## config.mk

```make
export PLATFORM = sky130hd
export DESIGN_NAME = mem_ctrl
export DESIGN_NICKNAME = d
export VERILOG_FILES = /design/src/rtl/mem_ctrl.sv
export SDC_FILE = /design/constraint.sdc
export NUM_CORES = 1
export LEC_CHECK = 0
export CORE_ASPECT_RATIO = 1.5
export CORE_MARGIN = 2
export CORE_UTILIZATION = 25
export DETAILED_ROUTE_END_ITERATION = 7
export PLACE_DENSITY = 0.46
export SYNTH_ARGS = -nofsm -noshare
export SYNTH_HDL_FRONTEND = slang
export SYNTH_SLANG_ARGS = --single-unit
```

## constraint.sdc

```tcl
create_clock -name clk -period 4 [get_ports clk]
set_input_delay 1.2 -clock clk [delete_from_list [all_inputs] [get_ports clk]]
set_output_delay 1.2 -clock clk [all_outputs]
set_load 0.01 [all_outputs]
```

## src/rtl/mem_ctrl.sv

```systemverilog
// -----------------------------------------------------------------------------
// mem_ctrl
//
// Serializes 32-bit load, store and instruction-fetch requests onto the
// byte-wide single-port RAM/IO bus. Loads return raw zero-filled bytes; the
// SLB does any sign/zero extension itself.
//
// Ports
//   clk, rst, rdy                  clock, sync active-high reset, global enable
//   Clear_flag                     pipeline flush
//   SLB_to_memctrl_needchange      load request pulse
//   SLB_to_memctrl_needchange2     store request pulse
//   SLB_to_memctrl_ordertype       access type code
//   SLB_to_memctrl_vj / _A         base / offset, address = vj + A
//   SLB_to_memctrl_vk              store data, little-endian
//   memctrl_data_ok / _data_ans    one-cycle completion pulse + load bytes
//   if_req / if_addr               fetch request pulse + word address
//   if_data_ok / if_data           one-cycle fetch completion pulse + word
//   mem_din                        RAM read byte (valid the cycle after mem_a)
//   mem_dout / mem_a / mem_wr      write byte, byte address, write strobe
//   io_buffer_full                 IO output FIFO full
// -----------------------------------------------------------------------------
module mem_ctrl #(
    parameter int          TYPE_W  = 6,
    parameter int          T_LB    = 10,
    parameter int          T_LH    = 11,
    parameter int          T_LW    = 12,
    parameter int          T_LBU   = 13,
    parameter int          T_LHU   = 14,
    parameter int          T_SB    = 15,
    parameter int          T_SH    = 16,
    parameter int          T_SW    = 17,
    parameter logic [31:0] IO_BASE = 32'h0003_0000
) (
    input  logic              clk,
    input  logic              rst,
    input  logic              rdy,
    input  logic              Clear_flag,
    input  logic              SLB_to_memctrl_needchange,
    input  logic              SLB_to_memctrl_needchange2,
    input  logic [TYPE_W-1:0] SLB_to_memctrl_ordertype,
    input  logic [31:0]       SLB_to_memctrl_vj,
    input  logic [31:0]       SLB_to_memctrl_A,
    input  logic [31:0]       SLB_to_memctrl_vk,
    output logic              memctrl_data_ok,
    output logic [31:0]       memctrl_data_ans,
    input  logic              if_req,
    input  logic [31:0]       if_addr,
    output logic              if_data_ok,
    output logic [31:0]       if_data,
    input  logic [7:0]        mem_din,
    output logic [7:0]        mem_dout,
    output logic [31:0]       mem_a,
    output logic              mem_wr,
    input  logic              io_buffer_full
);

    typedef enum logic [1:0] {IDLE, READ, WRITE, DONE} state_t;

    // Byte count of an access; unknown codes fall back to a single byte.
    function automatic logic [2:0] type_len(input logic [TYPE_W-1:0] t);
        if (t == TYPE_W'(T_LB) || t == TYPE_W'(T_LBU) || t == TYPE_W'(T_SB))
            return 3'd1;
        else if (t == TYPE_W'(T_LH) || t == TYPE_W'(T_LHU) || t == TYPE_W'(T_SH))
            return 3'd2;
        else if (t == TYPE_W'(T_LW) || t == TYPE_W'(T_SW))
            return 3'd4;
        else
            return 3'd1;
    endfunction

    state_t      state_reg, state_next;

    // Active transfer
    logic [2:0]  cnt_reg, cnt_next;
    logic [2:0]  len_reg, len_next;
    logic [31:0] addr_reg, addr_next;
    logic [31:0] wdata_reg, wdata_next;
    logic [31:0] rdata_reg, rdata_next;
    logic        is_fetch_reg, is_fetch_next;
    logic        flushed_reg, flushed_next;

    // Pending data slot (load or store) and fetch slot
    logic        dslot_valid_reg, dslot_valid_next;
    logic        dslot_store_reg, dslot_store_next;
    logic [2:0]  dslot_len_reg, dslot_len_next;
    logic [31:0] dslot_addr_reg, dslot_addr_next;
    logic [31:0] dslot_data_reg, dslot_data_next;
    logic        fslot_valid_reg, fslot_valid_next;
    logic [31:0] fslot_addr_reg, fslot_addr_next;

    // Registered completion outputs
    logic        data_ok_reg, data_ok_next;
    logic [31:0] data_ans_reg, data_ans_next;
    logic        if_ok_reg, if_ok_next;
    logic [31:0] if_data_reg, if_data_next;

    logic [31:0] cur_addr;
    logic [1:0]  rd_lane;
    logic        in_io;
    logic        wr_stall;
    logic [7:0]  wr_lane [4];

    assign cur_addr = addr_reg + {29'd0, cnt_reg};
    // Byte k arrives while cnt == k+1, so it lands in lane cnt-1.
    assign rd_lane  = cnt_reg[1:0] - 2'd1;
    assign in_io    = (cur_addr >= IO_BASE) && (cur_addr <= IO_BASE + 32'd7);
    assign wr_stall = in_io && io_buffer_full;

    genvar gi;
    generate
        for (gi = 0; gi < 4; gi++) begin : g_wr_lane
            assign wr_lane[gi] = wdata_reg[8*gi +: 8];
        end
    endgenerate

    always_ff @(posedge clk) begin
        if (rst)
            state_reg <= IDLE;
        else if (rdy)
            state_reg <= state_next;
    end

    always_comb begin
        state_next       = state_reg;
        cnt_next         = cnt_reg;
        len_next         = len_reg;
        addr_next        = addr_reg;
        wdata_next       = wdata_reg;
        rdata_next       = rdata_reg;
        is_fetch_next    = is_fetch_reg;
        flushed_next     = flushed_reg;
        dslot_valid_next = dslot_valid_reg;
        dslot_store_next = dslot_store_reg;
        dslot_len_next   = dslot_len_reg;
        dslot_addr_next  = dslot_addr_reg;
        dslot_data_next  = dslot_data_reg;
        fslot_valid_next = fslot_valid_reg;
        fslot_addr_next  = fslot_addr_reg;
        data_ok_next     = 1'b0;
        data_ans_next    = 32'd0;
        if_ok_next       = 1'b0;
        if_data_next     = 32'd0;
        mem_a            = 32'd0;
        mem_dout         = 8'd0;
        mem_wr           = 1'b0;

        // Requesters never repeat a pulse, so latch every one immediately.
        // A flush drops both slots and any request arriving alongside it.
        if (Clear_flag) begin
            dslot_valid_next = 1'b0;
            fslot_valid_next = 1'b0;
        end else begin
            if (SLB_to_memctrl_needchange || SLB_to_memctrl_needchange2) begin
                dslot_valid_next = 1'b1;
                dslot_store_next = SLB_to_memctrl_needchange2;
                dslot_len_next   = type_len(SLB_to_memctrl_ordertype);
                dslot_addr_next  = SLB_to_memctrl_vj + SLB_to_memctrl_A;
                dslot_data_next  = SLB_to_memctrl_vk;
            end
            if (if_req) begin
                fslot_valid_next = 1'b1;
                fslot_addr_next  = if_addr;
            end
        end

        case (state_reg)
            IDLE: begin
                // Slot next-values include a same-edge pulse, so a fresh
                // request starts without an extra capture cycle.
                if (dslot_valid_next) begin
                    dslot_valid_next = 1'b0;
                    state_next       = dslot_store_next ? WRITE : READ;
                    addr_next        = dslot_addr_next;
                    len_next         = dslot_len_next;
                    wdata_next       = dslot_data_next;
                    rdata_next       = 32'd0;
                    cnt_next         = 3'd0;
                    is_fetch_next    = 1'b0;
                    flushed_next     = 1'b0;
                end else if (fslot_valid_next) begin
                    fslot_valid_next = 1'b0;
                    state_next       = READ;
                    addr_next        = fslot_addr_next;
                    len_next         = 3'd4;
                    wdata_next       = 32'd0;
                    rdata_next       = 32'd0;
                    cnt_next         = 3'd0;
                    is_fetch_next    = 1'b1;
                    flushed_next     = 1'b0;
                end
            end

            READ: begin
                // cnt runs 0..len: addresses go out for cnt < len, the last
                // cycle only collects the trailing byte (bus left idle).
                if (cnt_reg < len_reg)
                    mem_a = cur_addr;
                if (cnt_reg != 3'd0)
                    rdata_next[{rd_lane, 3'b000} +: 8] = mem_din;
                cnt_next = cnt_reg + 3'd1;
                if (Clear_flag) begin
                    state_next = IDLE;
                end else if (cnt_reg == len_reg) begin
                    state_next = DONE;
                    if (is_fetch_reg) begin
                        if_ok_next   = 1'b1;
                        if_data_next = rdata_next;
                    end else begin
                        data_ok_next  = 1'b1;
                        data_ans_next = rdata_next;
                    end
                end
            end

            WRITE: begin
                mem_a    = cur_addr;
                mem_dout = wr_lane[cnt_reg[1:0]];
                mem_wr   = !wr_stall;
                // A store already on the bus is committed; a flush only
                // silences its completion since the SLB has been emptied.
                if (Clear_flag)
                    flushed_next = 1'b1;
                if (!wr_stall) begin
                    cnt_next = cnt_reg + 3'd1;
                    if (cnt_reg == len_reg - 3'd1) begin
                        state_next   = DONE;
                        data_ok_next = !(flushed_reg || Clear_flag);
                    end
                end
            end

            DONE: begin
                state_next = IDLE;
            end

            default: begin
                state_next = IDLE;
            end
        endcase
    end

    always_ff @(posedge clk) begin
        if (rst) begin
            cnt_reg         <= 3'd0;
            len_reg         <= 3'd0;
            addr_reg        <= 32'd0;
            wdata_reg       <= 32'd0;
            rdata_reg       <= 32'd0;
            is_fetch_reg    <= 1'b0;
            flushed_reg     <= 1'b0;
            dslot_valid_reg <= 1'b0;
            dslot_store_reg <= 1'b0;
            dslot_len_reg   <= 3'd0;
            dslot_addr_reg  <= 32'd0;
            dslot_data_reg  <= 32'd0;
            fslot_valid_reg <= 1'b0;
            fslot_addr_reg  <= 32'd0;
            data_ok_reg     <= 1'b0;
            data_ans_reg    <= 32'd0;
            if_ok_reg       <= 1'b0;
            if_data_reg     <= 32'd0;
        end else if (rdy) begin
            cnt_reg         <= cnt_next;
            len_reg         <= len_next;
            addr_reg        <= addr_next;
            wdata_reg       <= wdata_next;
            rdata_reg       <= rdata_next;
            is_fetch_reg    <= is_fetch_next;
            flushed_reg     <= flushed_next;
            dslot_valid_reg <= dslot_valid_next;
            dslot_store_reg <= dslot_store_next;
            dslot_len_reg   <= dslot_len_next;
            dslot_addr_reg  <= dslot_addr_next;
            dslot_data_reg  <= dslot_data_next;
            fslot_valid_reg <= fslot_valid_next;
            fslot_addr_reg  <= fslot_addr_next;
            data_ok_reg     <= data_ok_next;
            data_ans_reg    <= data_ans_next;
            if_ok_reg       <= if_ok_next;
            if_data_reg     <= if_data_next;
        end
    end

    assign memctrl_data_ok  = data_ok_reg;
    assign memctrl_data_ans = data_ans_reg;
    assign if_data_ok       = if_ok_reg;
    assign if_data          = if_data_reg;

endmodule

```

Word level (Yosys, flattened, before mapping)
Index checks and enable logic that the tools add are counted.
Cells by class
  $add $sub $neg: 6
  bitwise operators: 1
  eq/ne operators: 18
  muxes and demuxes: 73
  shifts and indexed selects: 2
  $lt $le $gt $ge: 4
  reductions and logical operators: 22
Operators by type and width (number)
  $mux W32: 21
  $pmux W32 S2: 2
  $eq A6 B4 Y1 const B: 6
  $add A32 B3 Y32: 1
  $add A32 B32 Y32: 1
  $bwmux W32: 1
  $ge A32 B18 Y1 const B: 1
  $le A32 B18 Y1 const B: 1
  $shift A8 B7 Y32 const A: 1
  $shiftx A8 B7 Y32: 1
  $mux W3: 10
  $mux W1: 24
  $mux W8: 3
  $bmux W8 S2: 1
  $mux W2: 7
  $eq A6 B5 Y1 const B: 2
  $pmux W3 S3: 1
  $pmux W2 S4: 1
  $reduce_and A4 Y1: 2
  $logic_or A1 B1 Y1: 7
  $neg A5 Y7: 1
  $eq A3 B3 Y1: 2
  $ne A2 B2 Y1 const B: 3
  $ne A3 B3 Y1 const B: 2
  other kinds (16): 24
Word-level totals
  logic and storage cells: 145
  flip-flop bits (word level): 274
  output and inout port bits: 107

Logic depth before layout (Yosys ltp)
Gate-level depths: netlist of run 1.
  word-level depth: 9
  depth in mapped cells: 12
  depth with buffers taken out: 12

Worst setup path before layout of run 1
OpenSTA, ideal clock, no wires.
  path kind: register to output
  start: register cnt_reg[1]
  end: output port mem_wr
  buffers on the path: 1
  path slack: -0.232 ns
  cell stages (with the launch flop): 11
  arrival: 3.032 ns
  cells stage by stage: dfxtp_1 clkbuf_1 inv_1 fa_1 nand2b_1 a2111oi_0 xnor2_1 nor4bb_1 and4_1 nand4_1 o21a_1
On the way
  cells in the longest elaborated chain, start to end: 6
  elaborated cells on any way between the ends: 7
  classes of those cells: add/sub (1); order compare (2); mux (1); reduce/logical (3)
RTL lines
  from (decl): RTL line 75  | logic [2:0] cnt_reg, cnt_next;
  from (signal assigned): RTL line 264  | cnt_reg <= cnt_next;
  $add A32 B3 Y32 (*): RTL line 104  | assign cur_addr = addr_reg + {29'd0, cnt_reg};
  $ge A32 B18 Y1 / $le A32 B18 Y1 (equally long branches): RTL line 107  | assign in_io = (cur_addr >= IO_BASE) && (cur_addr <= IO_BASE + 32'd7);
  $logic_and A1 B1 Y1 (*): RTL line 107
  $logic_and A1 B1 Y1 (*): RTL line 108  | assign wr_stall = in_io && io_buffer_full;
  $logic_not A1 Y1 (*)
  $mux W1 (*): RTL line 167  | case (state_reg)
  to (decl): RTL line 54  | output logic mem_wr,
Mark *: on every way between the ends. The rest lies on a longest branch, timed or not.

Final worst setup path of run 1
  start: register cnt_reg[0]
  end: output port mem_wr
Same word-level chain as after synthesis.

==> results of run 1 <==
cells by family after synthesis:
logic type               share of synthesized area
AND/OR/NAND/NOR                              0.240
XOR/XNOR                                    0.0348
buffers and inverters                       0.0442
adder cells (fa/ha/maj)                     0.0446
AO/OA/AOI/OAI                                0.232
multiplexers                                0.0227
flip-flops                                   0.382
stage by stage:
step	total power, mW	utilization	setup TNS, ns	area [sq um]	hold WS (ns)
final	6.93	0.355	-3.59	20100	0.455
after global routing	7.26	0.355	-6.89	20100	0.473
after CTS	7.02	0.352	-6.86	20000	0.455
after detailed placement	4.21	0.331	-3.73	18800	0.447
after global placement	4.20	0.331	-2.65	18800	0.439
after floorplan	3.60	-	0	14400	0.432
power by group:
part	leakage (nW)	total, mW	internal [mW]	switching (mW)
clock	0.466	2.76	1.58	1.18
sequential	2.22	2.88	2.81	0.0610
combinational	4.62	1.29	0.562	0.727
total	7.31	6.93	4.96	1.97
repair_timing:
item                                    CTS  global route
endpoints found under the setup margin   33            33
hold endpoints to repair                  0             0
buffers inserted                          9            10
pin swaps                                21            26
resized for setup                       104            37
worst reg2reg max path, stage by stage, from the launching register on:
cell,delay [ns]
dfxtp_2,0.36
ha_4,0.15
inv_2,0.03
fa_2,0.36
nand2b_4,0.19
a2111oi_4,0.32
xnor2_1,0.19
nor4bb_1,0.24
and4_1,0.25
nand4_1,0.20
buf_4,0.21
o211ai_2,0.24
mux2_1,0.35
nor2_1,0.13
path summary, 6_finish.rpt:
kind	end	slack, ns	cells after the start
worst max register to register	cnt_reg[1]$_SDFFE_PP0P_	0.68	13
worst max-delay path	mem_wr	-0.46	11
worst min register to register	fslot_addr_reg[9]$_SDFFE_PP0P_	0.46	2
worst min-delay path	fslot_addr_reg[9]$_SDFFE_PP0P_	0.46	2
final cells by class:
class,instances,area (sq um),share of cell area
multi-input combinational,1468,8570,0.426
tap,763,955,0.0474
antenna,1,2.50,0.000124
inverter,28,105,0.00522
sequential,274,5490,0.273
clock buffer,38,790,0.0392
timing repair buffer,449,4060,0.202
clock inverter,12,156,0.00777
cells in the final DEF (no fill, tap or decap), types with 10 or more instances in the layout:
| cell type | count |
|---|---|
| xor2_1 | 19 |
| nand3_1 | 42 |
| nor2b_1 | 12 |
| inv_1 | 26 |
| a21oi_1 | 272 |
| a31oi_1 | 11 |
| a211oi_1 | 23 |
| xnor2_1 | 36 |
| a22oi_1 | 64 |
| buf_2 | 13 |
| o21ai_0 | 36 |
| ha_1 | 45 |
| dfxtp_1 | 270 |
| a22o_1 | 25 |
| a221oi_1 | 20 |
| o211ai_1 | 10 |
| nor2_1 | 245 |
| clkbuf_16 | 29 |
| and3_1 | 11 |
| a21o_1 | 14 |
| nand2_1 | 374 |
| and2_1 | 14 |
| nor3_1 | 14 |
| buf_4 | 180 |
| mux2i_1 | 12 |
| clkdlybuf4s50_1 | 236 |
layer usage:
layer	GRT usage	vias to the layer above	part of all wire
li1	-	7326	-
met1	0.219	7027	0.42
met2	0.326	365	0.51
met3	0.0235	70	0.044
met4	0.0533	8	0.025
met5	0	-	0.00093
==> results.md, run 1 <==
- Worst Path Max Fanout: 3
- Routed Antenna Nets: 0
- Final Skew: 0.0198 ns
- Via density: 4.88
- CTS tree: built
- Top cells by area, synth: dfxtp_1, nand2_1, a21oi_1
- Cell count after synthesis: 1905
- IO buf count: 256
- Most used DFF post-synth: dfxtp_1
- Failing checks: negative setup slack
- Count of hold-fix buffers inserted at cts: 0
- Maximum vdd drop: 0.000300 V
- Critical Path Source: cnt_reg[0]$_SDFFE_PP0P_
- Worst path required time: 2.80 ns
- Initial core utilization: 0.253
- Final count of pins violating max slew: 0
- Post-synthesis sequential area ratio: 0.382
- Cell variety after synth: 72
- # H-tree levels: 1
- Gpl congestion: 0.845
- Largest net degree at the start of global routing: 118
- Total global-route track usage: 0.180
- Most numerous cell in the Yosys netlist: nand2_1
- First-pass GRT wire length: 84.4 mm
- Core Area: 56800 sq um
- Seq cells post-synth: 274
- Static leakage: 7.31 nW
- Root Driver: clkbuf_16
- Crit path buffers/inverters: 2
- FMAX: 224 MHz
- Post-synth EDFFs: 0
- DIE AREA: 59400 sq um
- Clock-pin slew on the worst setup and hold paths: 0.06 ns
- Max-slew headroom: 0.397
- Vias in the first global route: 14552
- Area leader, netlist: dfxtp_1
- Outcome: finished, violations left
- Setup WS post-layout: -0.465 ns
- Die X: 200 microns
- Maxcap violations: 0
- RSZ-0062 raised after global routing: true
- Synth cell count leaders: nand2_1, dfxtp_1, a21oi_1
- Finished Layout Cells: 3033
- Avg Inst Size Synth: 7.54 sq um
- Final Hold Fails: 0
- Vias after detailed routing: 14796
- Clock Latency Late Sink: 0.59 ns
- # DRC: 0
- Kind of critical path: flip-flop to output pin
- Syn. warnings: 0
- Crit path time final: 4.46 ns
- Total grt overflow: 0
- Fraction of registers with async set/reset: 0
- Startpoint types: flip-flop
- CTS buffer count: 29
- Final setup vio count: 20
- Num Clock Sinks: 274
- CP max stage delay: 0.36 ns
- Share of cells above drive strength 1: 0.141
- Post-Route WL: 54.8 mm
- Drt wl/cell: 18.1 microns
- Synthesized area: 14400 sq um
- Clock buffer depth: 3
- Initial antenna violation count: 5
- HPWL after DPL: 41.2 mm
- Initial DRT Pass Iterations: 5
- Min-delay src: fslot_addr_reg[9]$_SDFFE_PP0P_
- CP max-delay cell: dfxtp_2
- Post-Synthesis Net Count: 2105
- Worst hold path class: flip-flop to flip-flop
- Period utilization: 1.12
- Num ports: 257
- Row count: 107
- Top cell type's share of synthesized area: 0.382
- Nets: 2450
- Area grow syn2layout: 40.1%
- CP top delay family: simple AND/OR/NAND/NOR gates
- CP arrival: 3.26 ns
- Fill cell instance count of the final layout: 6016
- Die H: 298 microns
- Cell Pwr Density: 344 nW/um^2
- FF-to-FF Start: cnt_reg[0]$_SDFFE_PP0P_
- Crit-path cells: ha_4, inv_2, fa_2, nand2b_4, a2111oi_4, xnor2_1, nor4bb_1, and4_1, nand4_1, o21a_1, buf_6
- Worst-Margin Slew: 0.904 ns
- Setup crit end kind: output pin
- Placed Instances: 2965
- Worst slack, placed: -0.549 ns
- Initial DRC Count: 899
Note: power is estimated with default switching activity, not from simulation.
==> run 2: changes to the inputs <==
--- a/config.mk
+++ b/config.mk
@@ -7,9 +7,10 @@
 export LEC_CHECK = 0
 export CORE_ASPECT_RATIO = 1.5
 export CORE_MARGIN = 2
-export CORE_UTILIZATION = 25
+export CORE_UTILIZATION = 50
+export CTS_BUF_LIST = sky130_fd_sc_hd__clkbuf_8
 export DETAILED_ROUTE_END_ITERATION = 7
-export PLACE_DENSITY = 0.46
+export PLACE_DENSITY = 0.8
 export SYNTH_ARGS = -nofsm -noshare
 export SYNTH_HDL_FRONTEND = slang
 export SYNTH_SLANG_ARGS = --single-unit
==> results.md, run 2 (same netlist as run 1, synthesis figures left out) <==
- Outcome: finished, violations left
- Failing checks: negative setup slack
- RSZ-0062 raised after global routing: true
- Largest net degree at the start of global routing: 154
- Worst hold path class: flip-flop to flip-flop
- Via density: 5.86
- Clock buffer depth: 3
- Kind of critical path: flip-flop to output pin
- Final Hold Fails: 0
- Hold_ws: 0.455 ns
- Initial DRT Pass Iterations: 5
- Clock-pin slew on the worst setup and hold paths: 0.06 ns
- Drt wl/cell: 18.0 microns
- Initial antenna violation count: 2
- Total grt overflow: 0
- Post-Route WL: 47.0 mm
- Crit path time final: 4.42 ns
- Final count of pins violating max slew: 0
- Vias after detailed routing: 15275
- Worst path required time: 2.80 ns
- Area grow syn2layout: 33.0%
- Hold path cells: 2
- Worst-Margin Slew: 1.18 ns
- Final setup vio count: 11
- DIE AREA: 30100 sq um
- Clock Latency Late Sink: 0.56 ns
- CTS buffer count: 41
- Final instance area: 19100 sq um
- Share of cells above drive strength 1: 0.128
- Initial DRC Count: 1243
- Fill cell instance count of the final layout: 2387
- Row count: 76
- Startpoint types: flip-flop
- Commonest non-fill, non-tap cells in the layout: nand2_1, a21oi_1, dfxtp_1, nor2_1, clkdlybuf4s50_1
- Die H: 212 microns
- R2R depth: 13
- CP arrival: 3.22 ns
- Gpl congestion: 0.925
- Total global-route track usage: 0.301
- Final Skew: 0.0150 ns
- Routed Antenna Nets: 0
- Worst Path Max Fanout: 4
- Die X: 142 microns
- Max-slew headroom: 0.212
- Initial core utilization: 0.503
- Count of hold-fix buffers inserted at cts: 0
- Core Area: 28500 sq um
- # DRC: 0
- Num ports: 257
- Setup WS post-layout: -0.421 ns
- First-pass GRT wire length: 73.6 mm
- FMAX: 226 MHz
- Post-DP Area: 18000 sq um
- Period utilization: 1.11
- Num Clock Sinks: 274
- Root Driver: clkbuf_8
- HPWL after DPL: 33.9 mm
- Static leakage: 7.18 nW
- Maximum vdd drop: 0.000176 V
- # H-tree levels: 2
- R2r setup slk: 0.75 ns
- CTS tree: built
- Setup crit end kind: output pin
- IO buf count: 256
- Maxcap violations: 0
- Commonest non-fill, non-tap cell in the layout: nand2_1
- Nets: 2427
- Vias in the first global route: 14583
- Cell Pwr Density: 332 nW/um^2
==> run 2: where the power goes <==
| group | total, mW | leakage, nW | switching (mW) | internal (mW) |
|---|---|---|---|---|
| logic | 1.21 | 4.49 | 0.694 | 0.520 |
| clock network | 2.26 | 0.467 | 1.08 | 1.18 |
| registers | 2.88 | 2.22 | 0.0648 | 2.81 |
| total | 6.35 | 7.18 | 1.84 | 4.51 |
==> run 2: worst paths after layout <==
path,startpoint,endpoint
min,rdata_reg[3]$_SDFFE_PP0P_,rdata_reg[3]$_SDFFE_PP0P_
min reg2reg,rdata_reg[3]$_SDFFE_PP0P_,rdata_reg[3]$_SDFFE_PP0P_
max,cnt_reg[0]$_SDFFE_PP0P_,mem_wr
max reg2reg,cnt_reg[0]$_SDFFE_PP0P_,cnt_reg[1]$_SDFFE_PP0P_
==> run 2: per-stage QoR <==
| step | setup TNS [ns] | setup WS, ns | std cells | util | power (mW) |
|---|---|---|---|---|---|
| floorplan | 0 | 0.0200 | 1905 | - | 3.60 |
| global placement | -1.98 | -0.546 | 2519 | 0.631 | 4.08 |
| detailed placement | -3.46 | -0.604 | 2519 | 0.631 | 4.10 |
| CTS | -2.54 | -0.483 | 2601 | 0.666 | 6.36 |
| global route | -4.71 | -0.498 | 2607 | 0.670 | 6.60 |
| finish | -1.81 | -0.421 | 2607 | 0.670 | 6.35 |
==> run 2: worst max-delay path, cell delays in order, from the launching register on <==
cell       delay, ns
dfxtp_2         0.35
ha_4            0.14
inv_2           0.04
fa_2            0.40
nand2b_4        0.21
a2111oi_4       0.31
xnor2_1         0.17
nor4bb_2        0.22
and4_1          0.24
nand4_1         0.18
o21a_1          0.26
buf_6           0.13
==> run 2: cell type report <==
class | instances | area, sq um | share of cell area
multi-input cells | 1469 | 8540 | 0.447
flip-flops and latches | 274 | 5490 | 0.287
repair buffers | 413 | 3730 | 0.195
clock buffers | 49 | 674 | 0.0353
well taps | 351 | 439 | 0.0230
clock inverters | 22 | 123 | 0.00642
inverters | 28 | 105 | 0.00550
diodes | 1 | 2.50 | 0.000131
==> run 2: timing repair <==
item,CTS,global route
resized for setup,92,27
buffers inserted,10,7
pin swaps,22,13
endpoints found under the setup margin,33,32
cloned,1,0
==> run 2: routing by layer <==
metal	vias to the layer above	wire (microns)	GRT usage	part of all wire
met5	-	11	0	0.00023
met4	2	2780	0.170	0.059
met3	170	3130	0.0407	0.067
met2	732	23300	0.534	0.50
met1	7076	17800	0.347	0.38
li1	7295	-	-	-
==> run 3: changes to the inputs <==
==> config.mk (replaced) <==
export PLATFORM = sky130hd
export DESIGN_NAME = mem_ctrl
export DESIGN_NICKNAME = d
export VERILOG_FILES = /design/src/rtl/mem_ctrl.sv
export SDC_FILE = /design/constraint.sdc
export NUM_CORES = 1
export LEC_CHECK = 0
export CORE_MARGIN = 2
export CORE_UTILIZATION = 48
export DETAILED_ROUTE_END_ITERATION = 7
export PLACE_DENSITY = 0.77
export SYNTH_ARGS = -nofsm -noshare
export SYNTH_HDL_FRONTEND = slang
export SYNTH_SLANG_ARGS = --single-unit
==> results.md, run 3 (same netlist as run 1, synthesis figures left out) <==
- Setup TNS: -2.70 ns
- Fill cell instance count of the final layout: 2524
- Row count: 63
- Clock buffer depth: 3
- CTS buffer count: 28
- Nets: 2400
- Crit-path cells: ha_4, inv_2, fa_2, nand2b_4, a2111oi_4, xnor2_1, nor4bb_1, and4_4, nand4_1, o21a_1, buf_6
- Worst hold path class: flip-flop to flip-flop
- R2r setup slk: 0.10 ns
- Root Driver: clkbuf_16
- Clock-pin slew on the worst setup and hold paths: 0.06 ns
- Commonest non-fill, non-tap cell in the layout: nand2_1
- First-pass GRT wire length: 71.8 mm
- Routed Antenna Nets: 0
- FF-to-FF Start: cnt_reg[0]$_SDFFE_PP0P_
- Commonest non-fill, non-tap cells in the layout: nand2_1, a21oi_1, dfxtp_1, nor2_1, clkdlybuf4s50_1
- Largest net degree at the start of global routing: 155
- Failing checks: negative setup slack
- Initial DRT Pass Iterations: 8
- CP max stage delay: 0.38 ns
- Clock Latency Late Sink: 0.56 ns
- Worst path required time: 2.80 ns
- Final count of pins violating max slew: 0
- CP max-delay cell: fa_2
- Number of antenna diodes: 0
- Vias in the first global route: 13917
- Min-delay src: dslot_addr_reg[17]$_SDFFE_PP0P_
- # DRC: 0
- Vias after detailed routing: 14930
- Drt wl/cell: 17.3 microns
- Final Skew: 0.0228 ns
- Final instance area: 19300 sq um
- Setup WS post-layout: -0.477 ns
- Startpoint types: flip-flop
- CP arrival: 3.28 ns
- Hold_ws: 0.454 ns
- Kind of critical path: flip-flop to output pin
- Initial core utilization: 0.486
- Gpl congestion: 0.894
- IO buf count: 256
- Share of cells above drive strength 1: 0.118
- R2R depth: 19
- Endpoint, Worst Hold: dslot_addr_reg[17]$_SDFFE_PP0P_
- Maximum vdd drop: 0.000326 V
- Post-Route WL: 45.2 mm
- Die X: 177 microns
- Area grow syn2layout: 34.3%
- Final Power: 6.74 mW
- DIE AREA: 31300 sq um
- Final Hold Fails: 0
- Num Clock Sinks: 274
- Static leakage: 7.11 nW
- Core Area: 29600 sq um
- Post-DP Area: 17900 sq um
- Final setup vio count: 17
- Worst r2r dst: cnt_reg[1]$_SDFFE_PP0P_
- Cell Pwr Density: 349 nW/um^2
- Die H: 177 microns
- # H-tree levels: 1
- Max-slew headroom: 0.209
- RSZ-0062 raised after global routing: true
- Initial DRC Count: 1318
- Worst-Margin Slew: 1.18 ns
- Outcome: finished, violations left
- Worst Path Max Fanout: 3
- Crit path buffers/inverters: 2
- CTS tree: built
- Hold path cells: 2
- CP top delay family: simple AND/OR/NAND/NOR gates
- Num ports: 257
- Setup crit end kind: output pin
- Initial antenna violation count: 0
- Total grt overflow: 0
- Maxcap violations: 0
- FMAX: 223 MHz
- Final Core Density: 0.653
- Period utilization: 1.12
- Total global-route track usage: 0.280
- Via density: 5.72
- HPWL after DPL: 32.1 mm
- Crit path time final: 4.48 ns
run 3: cell types whose count changed in the layout (fill, tap and decap cells not counted), sizes merged:
cell,previous run,this run
diode,1,0
clkdlybuf4s50,229,237
dlygate4sd2,9,7
dlymetal6s2s,3,2
inv,44,28
buf,169,149
clkinv,4,5
o21ai,41,40
clkbuf,52,45
clkinvlp,1,0
bufinv,1,3
run 3: metal layers:
metal	track usage	wire [microns]	vias to the layer above
li1	-	-	7234
met1	0.393	20200	7021
met2	0.453	20600	597
met3	0.0333	3330	78
met4	0.0823	1080	0
met5	0	0	-
run 3: what timing repair did:
action                     4_1_cts  5_1_grt
buffers inserted                19        8
setup endpoints to repair       33       37
gates resized for setup         79       36
hold buffers                     0        0
pin swaps                       21       19
run 3: worst max path at each step:
stage	end	from	cells past startpoint	slack (ns)
3_3_place_gp	mem_wr	cnt_reg[0]$_SDFFE_PP0P_	11	-0.46
2_1_floorplan	mem_wr	cnt_reg[1]$_SDFFE_PP0P_	10	0.02
5_1_grt	mem_wr	cnt_reg[0]$_SDFFE_PP0P_	11	-0.58
6_report	mem_wr	cnt_reg[0]$_SDFFE_PP0P_	11	-0.48
4_1_cts	mem_wr	addr_reg[0]$_SDFFE_PP0P_	12	-0.38
3_5_place_dp	mem_wr	addr_reg[0]$_SDFFE_PP0P_	11	-0.48
run 3: report_power, final:
| part | internal [mW] | leakage [nW] | switching (mW) | total [mW] |
|---|---|---|---|---|
| clock network | 1.57 | 0.459 | 1.09 | 2.67 |
| logic | 0.507 | 4.43 | 0.686 | 1.19 |
| registers | 2.81 | 2.22 | 0.0657 | 2.88 |
run 3: area by class of cell:
type                    instances  area [sq um]  share of cell area
clock inverters                 8           140             0.00726
flip-flops and latches        274          5490               0.284
well taps                     390           488              0.0253
multi-input cells            1468          8610               0.446
clock buffers                  40           796              0.0412
inverters                      28           105             0.00545
repair buffers                400          3660               0.190
run 3: stage by stage:
stage / std cells / setup slack, ns
floorplan: 1905 / 0.0200
global placement: 2542 / -0.461
detailed placement: 2542 / -0.485
CTS: 2609 / -0.384
global route: 2608 / -0.578
finish: 2608 / -0.477
run 3: tightest hold or removal path: stages (launching register included):
cell and delay (ns):
dfxtp_1 0.30, nand2_1 0.05, a21oi_1 0.05
